$ cat src/rtl/fetch_pkg.sv
// rtl/fetch_pkg.sv - shared state encoding and default widths for the fetch sequencer
package fetch_pkg;

    typedef enum logic [1:0] {
        IDLE   = 2'd0,
        RUN    = 2'd1,
        HALTED = 2'd2
    } fetch_state_t;

    localparam int A_DEF    = 10;
    localparam int OFFW_DEF = 8;
    localparam int CW_DEF   = 16;

endpackage

$ cat src/rtl/pc_next_calc.sv
// rtl/pc_next_calc.sv - next-PC selection: increment, absolute or relative branch, wrapping mod 2**A
module pc_next_calc
    import fetch_pkg::*;
#(
    parameter int A    = A_DEF,
    parameter int OFFW = OFFW_DEF
) (
    input  logic [A-1:0]    pc,
    input  logic            branch_en,
    input  logic            branch_abs,
    input  logic [A-1:0]    branch_target,
    input  logic [OFFW-1:0] branch_offset,
    output logic [A-1:0]    next_pc
);

    // Sign-extend (or truncate) the offset to PC width; the add then wraps naturally.
    logic [A-1:0] off_ext;
    assign off_ext = A'($signed(branch_offset));

    always_comb begin
        next_pc = pc + A'(1);
        if (branch_en) begin
            next_pc = branch_abs ? branch_target : (pc + off_ext);
        end
    end

endmodule

$ cat src/rtl/inst_fetch_ctrl.sv
// rtl/inst_fetch_ctrl.sv - program-counter sequencer with run/halt handshake and saturating cycle counter
module inst_fetch_ctrl
    import fetch_pkg::*;
#(
    parameter int A    = A_DEF,
    parameter int OFFW = OFFW_DEF,
    parameter int CW   = CW_DEF
) (
    input  logic            Clk,
    input  logic            Reset_n,
    input  logic            Start,
    input  logic [A-1:0]    StartAddr,
    input  logic            Ack,
    input  logic            Stall,
    input  logic            Halt,
    input  logic            BranchEn,
    input  logic            BranchAbs,
    input  logic [A-1:0]    BranchTarget,
    input  logic [OFFW-1:0] BranchOffset,
    output logic [A-1:0]    InstAddress,
    output logic            InstValid,
    output logic            Busy,
    output logic            Done,
    output logic [CW-1:0]   CycleCount
);

    fetch_state_t  state;
    logic [A-1:0]  pc;
    logic [A-1:0]  next_pc;
    logic [CW-1:0] cycle_count;

    pc_next_calc #(.A(A), .OFFW(OFFW)) u_pc_next_calc (
        .pc            (pc),
        .branch_en     (BranchEn),
        .branch_abs    (BranchAbs),
        .branch_target (BranchTarget),
        .branch_offset (BranchOffset),
        .next_pc       (next_pc)
    );

    always_ff @(posedge Clk or negedge Reset_n) begin
        if (!Reset_n) begin
            state       <= IDLE;
            pc          <= '0;
            cycle_count <= '0;
        end else begin
            case (state)
                IDLE: begin
                    if (Start) begin
                        pc          <= StartAddr;
                        cycle_count <= '0;
                        state       <= RUN;
                    end
                end
                RUN: begin
                    if (cycle_count != '1) begin
                        cycle_count <= cycle_count + CW'(1);
                    end
                    // Stall outranks Halt and branches; Halt leaves PC on the halt instruction.
                    if (Stall) begin
                        pc <= pc;
                    end else if (Halt) begin
                        state <= HALTED;
                    end else begin
                        pc <= next_pc;
                    end
                end
                HALTED: begin
                    if (Ack) begin
                        state <= IDLE;
                    end
                end
                default: state <= IDLE;
            endcase
        end
    end

    assign InstAddress = pc;
    assign CycleCount  = cycle_count;
    assign InstValid   = (state == RUN);
    assign Busy        = (state == RUN);
    assign Done        = (state == HALTED);

endmodule

$ cat config.mk
export PLATFORM = sky130hd
export DESIGN_NAME = inst_fetch_ctrl
export DESIGN_NICKNAME = d
export VERILOG_FILES = /design/src/rtl/fetch_pkg.sv /design/src/rtl/pc_next_calc.sv /design/src/rtl/inst_fetch_ctrl.sv
export SDC_FILE = /design/constraint.sdc
export NUM_CORES = 1
export LEC_CHECK = 0
export BUFFER_PORTS_ARGS = -buffer_cell sky130_fd_sc_hd__clkbuf_2
export CORE_MARGIN = 2
export CORE_UTILIZATION = 40
export DETAILED_ROUTE_END_ITERATION = 8
export PLACE_DENSITY = 0.74
export SYNTH_ARGS = -nofsm -noshare
export SYNTH_HDL_FRONTEND = slang
export SYNTH_HIERARCHICAL = 1
export SYNTH_SLANG_ARGS = --single-unit
$ cat constraint.sdc
create_clock -name Clk -period 2.1 [get_ports Clk]
set_input_delay 0.315 -clock Clk [delete_from_list [all_inputs] [get_ports Clk]]
set_output_delay 0.315 -clock Clk [all_outputs]
set_load 0.02 [all_outputs]
==> metrics.cfg <==
[worst_hold_path]
min_path_type = primary input to async pin

[floorplan]
die_x_um = 78.8
core_area_mm2 = 0.00544
io_pins = 65
placementRows = 27
start_util_pct = 41.2
die_height_um = 78.8
dieArea_mm2 = 0.00621

[grt]
grt_pass1_wl_um = 10100
antenna_found_initial = 0
globalRouteOverflowTotal = 0
track_usage_pct = 19.9
grt_max_degree = 29
first_global_vias = 2211

[synthesis]
synth_top_area_share_pct = 31.3
yosysWarnings = 6
seq_area_frac_synth_pct = 31.3
async_flop_share_pct = 100
ys.flop_type = dfrtp_1
netlist.top_cell.by_area = dfrtp_1
syn_inst = 273
syn_area_mm2 = 0.00224
synth-edff-count = 0
synth.area.top_cells = dfrtp_1, nand2_1, ha_1
ys_ff_latch = 28
syn_nets = 321
avgSynthCellArea_um2 = 8.20
synth.distinct_cells = 53

[clock_tree]
cts_buffers = 3
clock_path_buffers = 2
clock_sinks = 28
cts.root.buffer_cell = clkbuf_8
h-tree-depth = 1
cts_hold_buf = 0
cts_setup_buffers = 0
cts_tree = done
clock_latency_ps = 280
clk_pin_slew_ps = 100

[pwr]
power.leakage_nw = 1.37
power.density_mw_per_mm2 = 1280
irDropWorstVdd_mv = 0.648

[critical_path]
worstSetupStartpoint = InstAddress[0]
critPathLaunchType = flip-flop
critPathTopFamily = compound AO/OA/AOI/OAI gates
crit_path_end_kind = flip-flop
path_class = flip-flop to flip-flop
cp_slowest_cell = dfrtp_2
worstPathCellList = ha_4 -> fa_2 -> a211oi_4 -> nor2_2 -> a221oi_2 -> mux2i_1 -> nor2_1 -> nand2_1 -> a31oi_1
worstPathArrival_ps = 2290
slowest_delay_ps = 440
worst-path-buf-inv = 0
r2r_start = InstAddress[0]
worst-path-max-fanout = 3
cp.required_ps = 2260

[sta]
fin_ws_ps = -37.6
finalHoldViolCount = 0
rsz0062_at_grt = yes
finClkSkew_ps = 7.63
fin_setup_tns_ps = -65.8
tightest_slew_ps = 741
fmax_mhz = 468
slew_headroom_pct = 50.6
setup_viol_count_final = 2
fin_crit_sh_pct = 102
min_period_ps = 2140
finalMaxSlewViolations = 0

[layout]
insertedDiodeCount = 0
layout_common_cells = clkbuf_2, nand2_1, dfrtp_1
drive_above_1_share_pct = 29.7
finalInstanceArea_mm2 = 0.00284
post-route-util_pct = 52.2
seqCellArea_um2 = 702
final_common_cell = clkbuf_2
area_growth_pct = 26.9
finalNetCount = 392
multi_input_area_mm2 = 0.00152
fillCellCount = 517

[drt]
dr.pass1.iters = 5
via_count = 2401
first_iter_violations = 114
totalWireLength_um = 6050
postRouteAntennaNets = 0
wire_per_inst_um = 14.6
drc_errors = 0
avgViaCountPerCell = 5.79

[place]
place_hpwl_um = 4490
place_congestion = 0.850
port_buffers = 64
place_area_mm2 = 0.00271
place_ws_ps = -3.75

[run_status]
status = finished with violations
failed_checks = setup timing

[run]
cap_violations = 0

state kept, by name (all words and copies together) (netlist names):
signal and flops:
CycleCount 16, InstAddress 10, state 2
repair_timing:
| item | in CTS | in global routing |
|---|---|---|
| gates resized for setup | 1 | 8 |
| endpoints found under the setup margin | 2 | 6 |
| pin swaps | 0 | 7 |
cells by family (layout without fill, tap and decap cells):
| family | Yosys count | after routing | share of synthesized area, % |
|---|---|---|---|
| buffers and inverters | 19 | 89 | 3.86 |
| muxes | 6 | 6 | 2.68 |
| xor gates and xnor gates | 11 | 11 | 4.30 |
| DFF | 28 | 28 | 31.3 |
| and+or+nand+nor | 121 | 121 | 27.7 |
| adders and majority gates | 12 | 12 | 7.04 |
| AOI/OAI and AO/OA | 76 | 76 | 23.1 |
final cells by class:
| cell class | instances | area share (%) |
|---|---|---|
| clock buffers | 3 | 1.45 |
| repair buffers | 80 | 15.5 |
| well taps | 72 | 3.17 |
| flip-flops and latches | 28 | 24.7 |
| inverters | 5 | 0.661 |
| multi-input cells | 226 | 53.4 |
| clock inverters | 1 | 1.06 |
final timing paths:
| path | end | depth (start not counted) | slack (ps) |
|---|---|---|---|
| max | InstAddress[8] | 9 | -40 |
| min | CycleCount[12] | 1 | 80 |
| max reg2reg | InstAddress[8] | 9 | -40 |
| min reg2reg | CycleCount[6] | 1 | 570 |
| max in group asynchronous | InstAddress[0] | 1 | 1510 |
| min in group Clk | state[0] | 2 | 250 |
routing by layer:
metal / part of all wire (%) / track usage [%] / vias to the layer above
met5: 0 / 0 / -
met3: 7.1 / 2.05 / 8
met1: 43 / 27.2 / 1125
met4: 0.71 / 4.74 / 0
li1: - / - / 1165
met2: 49 / 33.9 / 103
power breakdown:
group	internal, mW	total, mW	switching (mW)
Combinational	0.968	2.28	1.32
Clock	0.255	0.431	0.176
Sequential	0.714	0.929	0.215
Total	1.94	3.64	1.71
metrics by stage:
stage	hold slack (ps)	instances	total power [mW]
floorplan	19.4	273	2.40
global placement	412	411	3.06
detailed placement	411	411	3.10
CTS	98.5	415	3.55
global route	131	415	3.95
finish	80.7	415	3.64
Yosys cell counts, types with 2 or more instances:
| cell | number |
|---|---|
| a211o_1 | 3 |
| a211oi_1 | 4 |
| a21boi_0 | 2 |
| a21o_1 | 6 |
| a21oi_1 | 14 |
| a31oi_1 | 19 |
| a32o_1 | 2 |
| and3_1 | 6 |
| and4_1 | 4 |
| buf_2 | 3 |
| clkbuf_1 | 9 |
| dfrtp_1 | 28 |
| ha_1 | 11 |
| inv_1 | 5 |
| mux2i_1 | 6 |
| nand2_1 | 41 |
| nand2b_1 | 2 |
| nand3_1 | 13 |
| nand3b_1 | 2 |
| nand4_1 | 9 |
| nor2_1 | 22 |
| nor2b_1 | 2 |
| nor3_1 | 5 |
| nor4_1 | 3 |
| o211a_1 | 3 |
| o21a_1 | 3 |
| o21ai_0 | 8 |
| o221ai_1 | 2 |
| o22ai_1 | 3 |
| xnor2_1 | 10 |
Power figures use the tool's default switching activity.
